**src/rtl/factorial_sequencer.sv**
```systemverilog
// Multi-cycle n! controller that drives an external combinational ALU using ADD only.
// Optional build macro FACT_OVF_PRECHECK_EN rejects n above the representable limit in LOAD.
module factorial_sequencer #(
    parameter int unsigned WIDTH = 8
) (
    input  logic             clk,
    input  logic             rst,
    input  logic             start,
    input  logic [WIDTH-1:0] n,
    output logic             busy,
    output logic             done,
    output logic [WIDTH-1:0] result,
    output logic             ovf,
    output logic [WIDTH-1:0] alu_a,
    output logic [WIDTH-1:0] alu_b,
    output logic [1:0]       alu_sel,
    input  logic [WIDTH-1:0] alu_out,
    input  logic             alu_co
);

    typedef enum logic [2:0] {StIdle, StLoad, StMul, StNext, StFinish} state_e;

`ifdef FACT_OVF_PRECHECK_EN
    // Largest n whose factorial still fits in WIDTH bits.
    function automatic int unsigned fact_limit(input int unsigned w);
        longint unsigned p;
        int unsigned     i;
        p = 1;
        i = 1;
        while (p * (i + 1) < (64'd1 << w)) begin
            p = p * (i + 1);
            i = i + 1;
        end
        return i;
    endfunction

    localparam logic [WIDTH-1:0] FactLimit = WIDTH'(fact_limit(WIDTH));
`endif

    state_e           state;
    logic [WIDTH-1:0] n_q;
    logic [WIDTH-1:0] res;
    logic [WIDTH-1:0] acc;
    logic [WIDTH-1:0] k;
    logic [WIDTH-1:0] cnt;

    always_ff @(posedge clk) begin
        if (rst) begin
            state  <= StIdle;
            n_q    <= '0;
            res    <= '0;
            acc    <= '0;
            k      <= '0;
            cnt    <= '0;
            busy   <= 1'b0;
            done   <= 1'b0;
            ovf    <= 1'b0;
            result <= '0;
        end else begin
            done <= 1'b0;
            unique case (state)
                StIdle: begin
                    if (start) begin
                        n_q   <= n;
                        busy  <= 1'b1;
                        state <= StLoad;
                    end
                end
                StLoad: begin
                    res    <= WIDTH'(1);
                    acc    <= '0;
                    k      <= WIDTH'(2);
                    cnt    <= WIDTH'(2);
                    result <= '0;
                    ovf    <= 1'b0;
`ifdef FACT_OVF_PRECHECK_EN
                    if (n_q > FactLimit) begin
                        ovf   <= 1'b1;
                        busy  <= 1'b0;
                        done  <= 1'b1;
                        state <= StFinish;
                    end else
`endif
                    if (n_q < WIDTH'(2)) begin
                        result <= WIDTH'(1);
                        busy   <= 1'b0;
                        done   <= 1'b1;
                        state  <= StFinish;
                    end else begin
                        state <= StMul;
                    end
                end
                StMul: begin
                    acc <= alu_out;
                    cnt <= cnt - WIDTH'(1);
                    if (alu_co) begin
                        ovf    <= 1'b1;
                        result <= '0;
                        busy   <= 1'b0;
                        done   <= 1'b1;
                        state  <= StFinish;
                    end else if (cnt == WIDTH'(1)) begin
                        state <= StNext;
                    end
                end
                StNext: begin
                    res <= acc;
                    if (k == n_q) begin
                        result <= acc;
                        busy   <= 1'b0;
                        done   <= 1'b1;
                        state  <= StFinish;
                    end else begin
                        k     <= k + WIDTH'(1);
                        cnt   <= k + WIDTH'(1);
                        acc   <= '0;
                        state <= StMul;
                    end
                end
                StFinish: state <= StIdle;
                default:  state <= StIdle;
            endcase
        end
    end

    // ALU is driven only while multiplying; idle operands stay at zero.
    assign alu_sel = (state == StMul) ? 2'b10 : 2'b00;
    assign alu_a   = (state == StMul) ? acc : '0;
    assign alu_b   = (state == StMul) ? res : '0;

endmodule

```
**config.mk**
```make
export PLATFORM = sky130hd
export DESIGN_NAME = factorial_sequencer
export DESIGN_NICKNAME = d
export VERILOG_FILES = /design/src/rtl/factorial_sequencer.sv
export SDC_FILE = /design/constraint.sdc
export NUM_CORES = 1
export LEC_CHECK = 0
export BUFFER_PORTS_ARGS = -buffer_cell sky130_fd_sc_hd__clkbuf_2
export CAP_MARGIN = 30
export CORE_UTILIZATION = 50
export CTS_CLUSTER_SIZE = 40
export DETAILED_ROUTE_END_ITERATION = 16
export GPL_TIMING_DRIVEN = 0
export PLACE_DENSITY = 0.72
export SETUP_SLACK_MARGIN = 0.02
export SLEW_MARGIN = 10
export SYNTH_ARGS = -nofsm -noshare
export SYNTH_HDL_FRONTEND = slang
export SYNTH_SLANG_ARGS = --single-unit
```
**constraint.sdc**
```tcl
create_clock -name clk -period 2.4 [get_ports clk]
set_clock_uncertainty 0.05 [all_clocks]
set_input_delay 0.48 -clock clk [delete_from_list [all_inputs] [get_ports clk]]
set_output_delay 0.48 -clock clk [all_outputs]
set_load 0.005 [all_outputs]
```
* After elaboration in Yosys (flattened, before gate mapping) *
Cells that the tools add are included.

cells by class
  $add $sub $neg = 2
  magnitude comparators = 1
  eq/ne operators = 11
  mux-type cells = 30
  reductions and logical operators = 12

operators with widths
  cell                   count
  $pmux W8 S3            3
  $mux W8                6
  $pmux W8 S2            2
  $mux W3                5
  $pmux W3 S4            1
  $ne A2 B2 Y1 const B   5
  $reduce_and A2 Y1      5
  $mux W1                9
  $add A8 B1 Y8 const B  1
  $eq A8 B1 Y1 const B   1
  $eq A8 B8 Y1           1
  $lt A8 B2 Y1 const B   1
  $sub A8 B1 Y8 const B  1
  $eq A3 B2 Y1 const B   2
  $reduce_and A5 Y1      1
  $pmux W1 S4            1
  $reduce_bool A2 Y1     2
  $reduce_bool A4 Y1     1
  $eq A3 B1 Y1 const B   1
  $logic_not A3 Y1       1
  $ne A3 B3 Y1 const B   1
  $pmux W1 S3            1
  $reduce_and A3 Y1      1
  $reduce_bool A3 Y1     1
  2 further kinds        2

word-level totals
  bits in registers = 54
  bits of input ports = 20
  output and inout port bits = 29
  word-level logic and storage cells = 66

* Logic depth before layout (Yosys ltp) *
  depth after elaboration = 4
  depth in mapped cells = 7
  mapped depth without buffers = 6

* Worst setup path after synthesis *
No wires, ideal clock.

  path type = reg-to-reg
  start point = register k[0]
  end point = register k[6]
  setup time = 74 ps
  arrival = 1,620 ps
  required time = 2,276 ps
  path slack = 655 ps
  cell stages (with the launch flop) = 6
  path buffers = 0
  clock period less this slack = 1,745 ps
  cell sequence = dfxtp_1 > ha_1 > nand3_1 > or2_2 > or4_1 > a31oi_1

on the way
  word-level cells in the longest chain between the ends = 3
  elaborated cells between the ends (all ways) = 6
  those cells by class = add/sub (1); eq/ne (2); mux (2); reduce/logical (1)

ends and longest elaborated chain
  what                                              line      text
  start: declaration                                44        logic [WIDTH-1:0] k;
  start signal: assignment                          114       k <= k + WIDTH'(1);
  $add A8 B1 Y8 or $eq A8 B8 Y1 (tied branches)     114, 108
  $mux W8 or $ne A2 B2 Y1 (tied branches)           --
  $pmux W8 S2 or $reduce_and A2 Y1 (tied branches)  --

Parallel ways exist; a longest one is shown, timed or not. The select of a mux whose other input is x is not followed.
A chain may end at the register's enable or synchronous reset.

* Worst setup path in the final report *
  start point = register state[2]
  end point = output port alu_sel[1]

on the way
  word-level cells in the longest chain between the ends = 2

ends and longest elaborated chain
  what                      line  text
  start: declaration        40    state_e state;
  start signal: assignment  49    state <= StIdle;
  start signal: assignment  66    state <= StLoad;
  start signal: assignment  88    state <= StFinish;
  $eq A3 B2 Y1              127   assign alu_sel = (state == StMul) ? 2'b10 : 2'b00;
  $mux W2                   127
  end: declaration          16    output logic [1:0] alu_sel,

Every way passes these cells.

==> results.tsv <==
metric	value	unit
outcome	finished, final reports clean	
multiInputGateArea	1670	um^2
crit_buf_inv	3	
via_per_inst	5.98	
reg2reg_depth	5	
postCtsSetupBuffers	0	
slew_viol_final	0	
place_area	3230	um^2
insertion_delay	0.32	ns
worst-setup-path-type	flip-flop to primary output	
critical_path.cell_chain	clkbuf_2 > nor3_4 > clkbuf_2 > clkbuf_2	
setup_slack	0.107	ns
syn_avg_cell_area	8.31	um^2
portBuffers	47	
antennaDiodeCount	0	
power_frac_seq	0.482	
clock_sinks	54	
mostFrequentLayoutCells	dfxtp_1, clkbuf_2, a21oi_1	
maxCapViolCount	0	
synth_area	2910	um^2
cp.arrival	1.76	ns
post-route-period-util	0.956	
gr-total-overflow	0	
grt_pass1_wl	13.3	mm
rows	27	
antenna_found_initial	0	
slew_headroom	0.616	
endpoint_kind	primary output	
syn_inst	350	
coreArea	5540	um^2
dpl_worst_slack	0.228	ns
path_clk_slew	0.11	ns
hpwl	5.78	mm
fin_cells	477	
dp.cells	469	
cts_tree	done	
intPower	1.34	mW
pwr-share-clk	0.287	
fmax	0.436	GHz
required	1.87	ns
first_pass_iters	5	
cp_num_cells	4	
regArea	1080	um^2
syn_nets	373	
grt_max_degree	19	
grt_usage	0.279	
fp.dieH	78.3	um
rsz0062_at_grt	no	
ioPinCount	49	
drive_gt1_frac	0.242	
period_needed	2.29	ns
synth-seq-cells	54	
drc_errors	0	
yosysWarnings	0	
finalHoldViolCount	0	
power_frac_comb	0.231	
grt_use_met2	0.456	
busiest_layer	met2	
die-area	6120	um^2
ant_nets	0	
fin_area	3360	um^2
die_w	78.3	um
crit_top_cell	clkbuf_2	
cp_top_family	buffers and inverters	
tightest_slew	0.576	ns
wl_per_cell	16.9	um
worstPathMaxFanout	10	
swShare	0.330	
final_common_cell	dfxtp_1	
n_fill_cell	528	
via_count	2854	
nets	427	
ctsLongestPathBuffers	2	
htreeDepth	2	
drt-total-wl	8.04	mm
yosys.cell_types.count	51	
area_growth	15.4	%
grt.met1_usage	0.359	
reg2reg_from	k[0]	
synthArstFlopShare	0	
fin_tns_setup	0	ns
endpoint	alu_sel[1]	
grt_pass1_vias	2665	
synth-edff-count	0	
p_leak	1.29	nW
drt_iter0_markers	197	
ys.flop_type	dfxtp_1	
crit_start	state[2]	
vdd_drop_max	334	uV
finalSetupViolCount	0	
worst_path_max_delay_cell	nor3_4	
place.gp.congestion	0.893	
switching_power	662	uW
clockRootBuffer	clkbuf_8	
ys_seq_area_frac	0.372	
worstReg2RegEnd	k[6]	
cp-start-kind	flip-flop	
cts_buffers	5	
reg2reg_setup_slack	0.46	ns
hp-class	input pin to flip-flop	
start_util	0.525	
power_density	598	nW/um^2
grtUsageMet3	0.0605	
cpPeakStageDelay	0.39	ns
==> cell usage after synthesis, drive strengths merged (4+ instances only) <==
library cell	number	area [um^2]
nor2	35	144
o31ai	4	43.8
o21ai	10	50.1
and3	17	106
buf	16	87.6
nand4b	4	35.0
nand4	9	68.8
or4	6	52.6
or3	4	25.0
clkbuf	15	56.3
nand3	7	35.0
xnor2	14	153
a31oi	10	62.6
o32ai	6	52.6
dfxtp	54	1080
inv	6	22.5
nand2b	9	56.3
a22oi	15	113
nand3b	4	30.0
a21oi	34	174
nor3	7	50.1
nand2	30	115
a211oi	6	45.0
==> routing by layer <==
metal  share of wire  vias to the layer above  wire length [um]
met5               0                        -                 0
met4           0.019                        0               155
met3           0.061                       15               492
met2            0.48                      117              3850
met1            0.44                     1335              3540
li1                -                     1387                 -
==> per-stage QoR <==
stage / total power, mW / hold slack (ns) / util
finish: 2.01 / 0.320 / 0.606
global route: 2.10 / 0.323 / 0.606
CTS: 2.00 / 0.319 / 0.605
detailed placement: 1.43 / 0.416 / 0.584
global placement: 1.42 / 0.410 / 0.584
floorplan: 1.30 / 0.399 / -
==> sequential cells by signal, summed over array words and instances (netlist names) <==
register  count
acc           8
busy          1
cnt           8
done          1
k             8
n_q           8
ovf           1
res           8
result        8
state         3
==> power by group through the flow <==
| stage | Sequential, mW | Combinational (mW) | Clock (mW) |
|---|---|---|---|
| 6_report | 0.967 | 0.463 | 0.577 |
| 5_1_grt | 0.971 | 0.506 | 0.623 |
| 4_1_cts | 0.966 | 0.452 | 0.585 |
| 3_5_place_dp | 0.986 | 0.442 | 0 |
| 3_3_place_gp | 0.985 | 0.435 | 0 |
| 2_1_floorplan | 0.977 | 0.328 | 0 |
==> tightest hold or removal path: cells and delay by family <==
| family | cells | cell delay (ns) |
|---|---|---|
| compound gates | 1 | 0.05 |
| buf+inv | 1 | 0.08 |
| simple gates | 1 | 0.04 |
==> worst min path at each step <==
stage / to / start / slack, ns / depth (start not counted)
2_1_floorplan: n_q[0] / n_q[0] / 0.40 / 2
3_3_place_gp: result[0] / result[0] / 0.41 / 2
3_5_place_dp: result[0] / result[0] / 0.42 / 2
4_1_cts: n_q[1] / n[1] / 0.32 / 3
5_1_grt: n_q[0] / n[0] / 0.32 / 3
6_report: n_q[1] / n[1] / 0.32 / 3
==> kinds of logic (layout without fill, tap and decap cells) <==
kind of cell             after synthesis  after routing  share of synthesized area
buffers and inverters                 37             92                     0.0572
multiplexers                           1              1                    0.00387
XOR/XNOR                              14             14                     0.0525
other                                  1              1                    0.00129
flip-flops                            54             54                      0.372
AO/OA/AOI/OAI                        100            100                      0.232
adder cells (fa/ha/maj)                3              3                     0.0129
AND/OR/NAND/NOR                      140            140                      0.268
==> area by class of cell <==
type,count,share of cell area
clock buffers,6,0.0246
well taps,72,0.0268
inverters,6,0.00671
multi-input cells,259,0.499
flip-flops and latches,54,0.322
clock inverters,2,0.00597
repair buffers,47,0.0701
plain buffers,31,0.0447
==> what timing repair did <==
item,CTS,global route
gates resized for setup,4,8
cloned,0,0
hold buffers,0,0
endpoints found under the setup margin,11,17
(Power assumes the default switching activity.)
